`config.mk`:
```
export PLATFORM = sky130hd
export DESIGN_NAME = sipo_rx
export DESIGN_NICKNAME = d
export VERILOG_FILES = /design/src/rtl/sipo_rx.sv
export SDC_FILE = /design/constraint.sdc
export NUM_CORES = 1
export LEC_CHECK = 0
export CAP_MARGIN = 10
export CORE_MARGIN = 8
export CORE_UTILIZATION = 44
export CTS_CLUSTER_SIZE = 25
export DETAILED_ROUTE_END_ITERATION = 12
export PLACE_DENSITY_LB_ADDON = 0.05
export SLEW_MARGIN = 25
export SYNTH_ARGS = -nofsm -noshare
export SYNTH_HDL_FRONTEND = slang
export SYNTH_SLANG_ARGS = --single-unit
```
`constraint.sdc`:
```
create_clock -name clk -period 2.1 [get_ports clk]
set_clock_uncertainty 0.05 [all_clocks]
set_input_delay 0.315 -clock clk [delete_from_list [all_inputs] [get_ports clk]]
set_output_delay 0.315 -clock clk [all_outputs]
set_load 0.005 [all_outputs]
```
`src/rtl/sipo_rx.sv`:
```
// Serial-in/parallel-out receiver: assembles WIDTH-bit words from a gated bit
// stream and holds each completed word behind a valid/ack handshake.
module sipo_rx #(
   parameter int WIDTH     = 4,
   parameter bit MSB_FIRST = 1'b1,
   localparam int CW       = $clog2(WIDTH + 1)
) (
   input  logic             clk,
   input  logic             rst,
   input  logic             en,
   input  logic             din,
   input  logic             sync,
   input  logic             ack,
   input  logic             clr_ovr,
   output logic [WIDTH-1:0] dout,
   output logic             valid,
   output logic             overrun,
   output logic             busy,
   output logic [CW-1:0]    bit_cnt
);

   // state | meaning
   // IDLE  | no partial frame; next enabled bit starts a frame
   // SHIFT | partial frame in progress, bit_cnt bits collected

   typedef enum logic {IDLE, SHIFT} state_t;

   localparam logic [CW-1:0] CNT_LAST = CW'(WIDTH);

   state_t           state, state_n;
   logic [WIDTH-1:0] sreg, sreg_n, base, shifted, dout_n;
   logic [CW-1:0]    cnt_n, cnt_inc;
   logic             first, done, valid_n, set_ovr, ovr_n;

   always_ff @(posedge clk) begin
      if (rst) begin
         state   <= IDLE;
         sreg    <= '0;
         bit_cnt <= '0;
         dout    <= '0;
         valid   <= 1'b0;
         overrun <= 1'b0;
      end else begin
         state   <= state_n;
         sreg    <= sreg_n;
         bit_cnt <= cnt_n;
         dout    <= dout_n;
         valid   <= valid_n;
         overrun <= ovr_n;
      end
   end

   always_comb begin
      state_n = state;
      sreg_n  = sreg;
      cnt_n   = bit_cnt;
      done    = 1'b0;
      // A sync strobe or an idle receiver makes this bit the first of a frame.
      first   = sync || (state == IDLE);
      base    = first ? '0 : sreg;
      cnt_inc = first ? CW'(1) : bit_cnt + CW'(1);
      if (MSB_FIRST)
         shifted = {base[WIDTH-2:0], din};
      else
         shifted = {din, base[WIDTH-1:1]};

      if (sync && !en) begin
         state_n = IDLE;
         sreg_n  = '0;
         cnt_n   = '0;
      end else if (en) begin
         if (cnt_inc == CNT_LAST) begin
            done    = 1'b1;
            state_n = IDLE;
            sreg_n  = '0;
            cnt_n   = '0;
         end else begin
            state_n = SHIFT;
            sreg_n  = shifted;
            cnt_n   = cnt_inc;
         end
      end
   end

   always_comb begin
      dout_n  = dout;
      valid_n = valid;
      set_ovr = 1'b0;
      if (done) begin
         if (!valid || ack) begin
            dout_n  = shifted;
            valid_n = 1'b1;
         end else begin
            set_ovr = 1'b1;
         end
      end else if (valid && ack) begin
         valid_n = 1'b0;
      end
      // A fresh overrun outranks a simultaneous clear.
      ovr_n = set_ovr | (overrun & ~clr_ovr);
   end

   assign busy = (state == SHIFT);

endmodule

```
==> flow_summary.json, run 1 <==
{
  "vias": 506,
  "area.growth.synth_to_final_pct": 34.3,
  "first_pass_iters": 8,
  "fin_area_sq_um": 818,
  "synth.area.top_cells": "dfxtp_1 (43%), nand2b_1 (8.2%), mux2i_1 (6.6%), nand2_1 (4.3%), nor4b_4 (3.9%)",
  "grt_pass1_vias": 488,
  "worstPathMaxFanout": 8,
  "synth_top_area_share_pct": 42.7,
  "ys_types": 27,
  "die_w_um": 53.2,
  "finalMaxSlewViolations": 0,
  "worst_slew_pin_slew_ns": 0.406,
  "final_hold_viol_count": 0,
  "clock_sinks": 13,
  "grt_first_pass_wirelength_mm": 2.04,
  "wl_per_cell_um": 13.3,
  "startpoint": "bit_cnt[0]",
  "reg2reg_slack_ns": 0.34,
  "grtUsageTotal_pct": 9.67,
  "drive_gt1_share_pct": 9.76,
  "fin_crit_ns": 1.76,
  "synth_seq_area_share_pct": 42.7,
  "synth-seq-cells": 13,
  "rsz0062_at_grt": "false",
  "ctsHoldBuffers": 0,
  "post_cts_buffers": 0,
  "crit_type": "reg2reg",
  "clockBufferDepth": 2,
  "syn_area_sq_um": 609,
  "drc_errors": 1,
  "regToRegStartpoint": "bit_cnt[0]",
  "drt_wl_total_mm": 1.29,
  "yosysWarnings": 0,
  "required_ns": 2.26,
  "maxCapViolations": 0,
  "cts_resized": 0,
  "fin_setup_tns_ns": 0,
  "cp-end-kind": "flip-flop",
  "reg2reg_to": "dout[1]",
  "vias_per_cell": 5.22,
  "r2r_cells": 4,
  "dieArea_sq_um": 2830,
  "synth_cells": 62,
  "top_level_ports": 17,
  "status": "finished, violations left",
  "rows": 13,
  "h-tree-depth": 1,
  "min_period_over_period_pct": 83.8,
  "core_sq_um": 1300,
  "violations": "DRC",
  "placed_cell_area_sq_um": 792,
  "relSlewSlack_pct": 72.9,
  "port_buffers": 16,
  "cellPowerDensity_nw_per_um2": 557,
  "holdWs_ns": 0.419,
  "layout.nets": 91,
  "initialDrtViolationCount": 14,
  "syn-num-nets": 70,
  "path_clk_slew_ns": 0.08,
  "antenna_found_initial": 0,
  "grt_max_degree": 12,
  "p_leak_nw": 0.272,
  "dp_hpwl_um": 978,
  "root_buffer": "clkbuf_4",
  "cp-start-kind": "flip-flop",
  "vdd_drop_max_v": 0.000339,
  "start_util_pct": 46.8,
  "cts_tree": "built",
  "synth_top_area_cell": "dfxtp_1",
  "ant_nets": 0,
  "syn_area_per_cell_sq_um": 9.83,
  "finalSetupViolations": 0,
  "worst_ep_arrival_time_ns": 1.92,
  "fp.dieH_um": 53.2,
  "overflow": 0,
  "diodes": 0,
  "numCtsBuffers": 3,
  "clock_latency_ns": 0.28,
  "clock.fmax_mhz": 568,
  "worstHoldPathType": "reg2reg",
  "endpoint": "dout[1]",
  "routabilityCongestion": 0.736
}
## how the worst min path moves through the flow
stage | start | endpoint | slack (ns) | cells after the start
floorplan | sreg[2] | dout[3] | 0.39 | 2
global placement | sreg[2] | dout[3] | 0.40 | 2
CTS | sreg[2] | dout[3] | 0.42 | 2
global route | sreg[2] | sreg[2] | 0.44 | 2
detailed placement | dout[2] | dout[2] | 0.42 | 2
finish | sreg[2] | dout[3] | 0.42 | 2
## critical path, cell delays in order (launching register included)
cell and delay [ns]:
dfxtp_1 0.35, ha_1 0.31, nand2b_1 0.28, nor4b_4 0.48, mux2i_1 0.22
## power breakdown
part,switching [W],internal [W]
sequential,0.00000407,0.000250
clock,0.0000817,0.0000737
combinational,0.0000212,0.0000254
## per-layer routing
metal / GRT usage (%) / routed length, um / share of wire (%) / vias up
met5: 0 / 0 / 0 / -
met4: 3.78 / 22 / 1.7 / 0
met3: 5.88 / 149 / 12 / 4
met2: 13.9 / 525 / 41 / 17
met1: 11.4 / 593 / 46 / 218
li1: - / - / - / 267
## kinds of logic after synthesis
kind of cell               count (synthesis)  synth area share, %
xor gates and xnor gates                   1                 2.67
buffers and inverters                      3                 2.46
muxes                                      4                 6.57
AOI/OAI and AO/OA                         13                 14.8
adders and majority gates                  1                 2.05
and+or+nand+nor                           27                 28.8
DFF                                       13                 42.7
## sequential cells by signal, indices dropped and copies added (netlist names)
| register | flops |
|---|---|
| dout | 4 |
| bit_cnt | 3 |
| sreg | 3 |
| busy | 1 |
| overrun | 1 |
| valid | 1 |
## Yosys cell counts, drive strengths merged
library cell	instances
a211oi	2
a21o	1
a21oi	4
a22oi	1
a31oi	1
and3b	1
buf	1
clkbuf	1
dfxtp	13
ha	1
inv	1
mux2i	4
nand2	7
nand2b	8
nand3b	1
nand4b	2
nor2	2
nor2b	1
nor3	1
nor3b	1
nor4b	1
o2111ai	2
o311ai	1
o31ai	1
or3	1
or3b	1
xnor2	1
## layout make-up
class	count	area, sq um
flip-flops and latches	13	260
multi-input cells	46	334
clock buffers	4	26.3
repair buffers	18	175
fillers	117	483
well taps	15	18.8
inverters	1	3.75
## stage by stage
stage	total power, W	setup WS (ns)	cells	utilization (%)
finish	0.000456	0.340	97	62.9
global route	0.000479	0.209	97	62.9
CTS	0.000459	0.335	97	62.9
detailed placement	0.000306	0.346	93	60.9
global placement	0.000306	0.357	93	60.9
floorplan	0.000282	0.457	62	-
## cell usage in the layout, fill, tap and decap left out, drive strengths merged, types with 2 or more instances in the layout
cell type and count:
clkdlybuf4s50 16, dfxtp 13, nand2b 8, nand2 7, a21oi 4, mux2i 4, clkbuf 4, o2111ai 2
nand4b 2, a211oi 2, nor2 2, buf 2
(Power assumes the default switching activity.)
==> inputs of run 2 (changes only) <==
- clock period: 2.1 -> 1.82 ns (I/O delays scaled with it)
==> run 2 against run 1 <==
The flow now finishes without violations. Cell count rose by 3.1%. Sequential share of layout area fell by 0.90 points. Total power is 16% higher. Worst hold slack gained 0.0026 ns.
==> flow_summary.json, run 2 (synthesis results as in run 1) <==
{
  "layout.nets": 94,
  "top_level_ports": 17,
  "rows": 13,
  "wl_per_cell_um": 12.7,
  "fin_crit_ns": 1.66,
  "critical_path.slowest_cell": "or3_1",
  "regToRegStartpoint": "bit_cnt[0]",
  "overflow": 0,
  "worst_ep_arrival_time_ns": 1.81,
  "fin_ws_ns": 0.156,
  "min_from": "sreg[2]",
  "min_to": "sreg[2]",
  "reg2reg_to": "overrun",
  "core_sq_um": 1300,
  "dp_slack_ns": 0.0604,
  "ant_nets": 0,
  "crit_type": "reg2reg",
  "cts_tree": "built",
  "r2r_cells": 4,
  "numCtsBuffers": 3,
  "reg.largest.list": "dout: 4 flops, bit_cnt: 3 flops, sreg: 3 flops",
  "vias": 518,
  "worst_slew_pin_slew_ns": 0.374,
  "h-tree-depth": 1,
  "fp.dieH_um": 53.2,
  "worstHoldPathType": "reg2reg",
  "port_buffers": 16,
  "grt_first_pass_wirelength_mm": 2.12,
  "drt_wl_total_mm": 1.27,
  "diodes": 0,
  "cellPowerDensity_nw_per_um2": 627,
  "grt_max_degree": 9,
  "cts_resized": 0,
  "final_cell_mix": "clkdlybuf4s50_1 (16), dfxtp_1 (13), nand2b_1 (8), nand2_1 (7), buf_4 (5)",
  "clock.fmax_mhz": 601,
  "root_buffer": "clkbuf_4",
  "finalMaxSlewViolations": 0,
  "grtUsageTotal_pct": 9.89,
  "worstPathMaxFanout": 8,
  "path_clk_slew_ns": 0.08,
  "clock_latency_ns": 0.27,
  "status": "finished, final reports clean",
  "largest_register_ffs": 4,
  "start_util_pct": 46.8,
  "final_hold_viol_count": 0,
  "initialDrtViolationCount": 8,
  "antenna_found_initial": 0,
  "drc_errors": 0,
  "drive_gt1_share_pct": 14.1,
  "grt_pass1_vias": 483,
  "p_leak_nw": 0.290,
  "required_ns": 1.96,
  "vdd_drop_max_v": 0.000473,
  "fin_setup_tns_ns": 0,
  "final_util_pct": 64.7,
  "cpPeakStageDelay_ns": 0.44,
  "vias_per_cell": 5.18,
  "routabilityCongestion": 0.715,
  "holdWs_ns": 0.422,
  "regMostFlops": "dout",
  "reg2reg_slack_ns": 0.16,
  "rsz0062_at_grt": "false",
  "whs_path_depth": 2,
  "clock_sinks": 13,
  "min_period_over_period_pct": 91.4,
  "path_cells": "ha_1 > nand2b_1 > or3_1 > o31ai_1",
  "first_pass_iters": 3,
  "maxCapViolations": 0,
  "layout_commonest_cell": "clkdlybuf4s50_1",
  "fin_total_pwr_w": 0.000528,
  "cp-start-kind": "flip-flop",
  "dp_hpwl_um": 994,
  "clockBufferDepth": 2,
  "dieArea_sq_um": 2830,
  "die_w_um": 53.2,
  "relSlewSlack_pct": 75.0,
  "area.growth.synth_to_final_pct": 38.2,
  "cp-end-kind": "flip-flop",
  "finalSetupViolations": 0
}
## run 2: cell types whose count changed in the layout (fill, tap and decap cells not counted)
| cell | before | now |
|---|---|---|
| clkinv_2 | 0 | 1 |
| buf_4 | 2 | 5 |
| clkbuf_1 | 1 | 0 |
## run 2: worst max-delay path by stage
stage	start	to	slack, ns	depth (start not counted)
global placement	bit_cnt[1]	dout[1]	0.09	4
global route	bit_cnt[1]	dout[2]	0.07	5
CTS	bit_cnt[0]	dout[1]	0.04	4
detailed placement	bit_cnt[0]	dout[1]	0.06	4
floorplan	bit_cnt[0]	dout[0]	0.18	5
finish	bit_cnt[0]	overrun	0.16	4
## run 2: per-stage QoR
stage / area (sq um) / cells
final: 842 / 100
after CTS: 835 / 99
after global routing: 842 / 100
after floorplan: 609 / 62
after detailed placement: 807 / 95
after global placement: 807 / 95
## run 2: area by class of cell
cell class | count | area, sq um
Clock buffer | 3 | 22.5
Clock inverter | 1 | 5.00
Fill cell | 111 | 459
Inverter | 1 | 3.75
Multi-Input combinational cell | 46 | 334
Sequential cell | 13 | 260
Tap cell | 15 | 18.8
Timing Repair Buffer | 21 | 198
## run 2: timing repair
item,4_1_cts,5_1_grt
hold buffers,0,0
endpoints found under the setup margin,0,4
setup buffers,0,1
hold endpoints to repair,0,0
## run 2: routing by layer
metal | vias to the layer above | track usage (%) | routed length [um]
li1 | 276 | - | -
met1 | 227 | 12.8 | 641
met2 | 11 | 13.9 | 521
met3 | 4 | 2.80 | 82
met4 | 0 | 6.30 | 27
met5 | - | 0 | 0
## run 2: critical path, delay by kind of cell (launching register included)
family | cells | cell delay (ns)
AOI/OAI and AO/OA | 1 | 0.19
and+or+nand+nor | 2 | 0.72
DFF | 1 | 0.32
adders and majority gates | 1 | 0.30
## run 2: report_power, final
group | total (W) | leakage [nW] | switching (W) | internal, W
logic | 0.0000586 | 0.167 | 0.0000260 | 0.0000326
registers | 0.000292 | 0.105 | 0.00000375 | 0.000288
clock network | 0.000177 | 0.0177 | 0.0000961 | 0.0000814
total | 0.000528 | 0.290 | 0.000126 | 0.000402
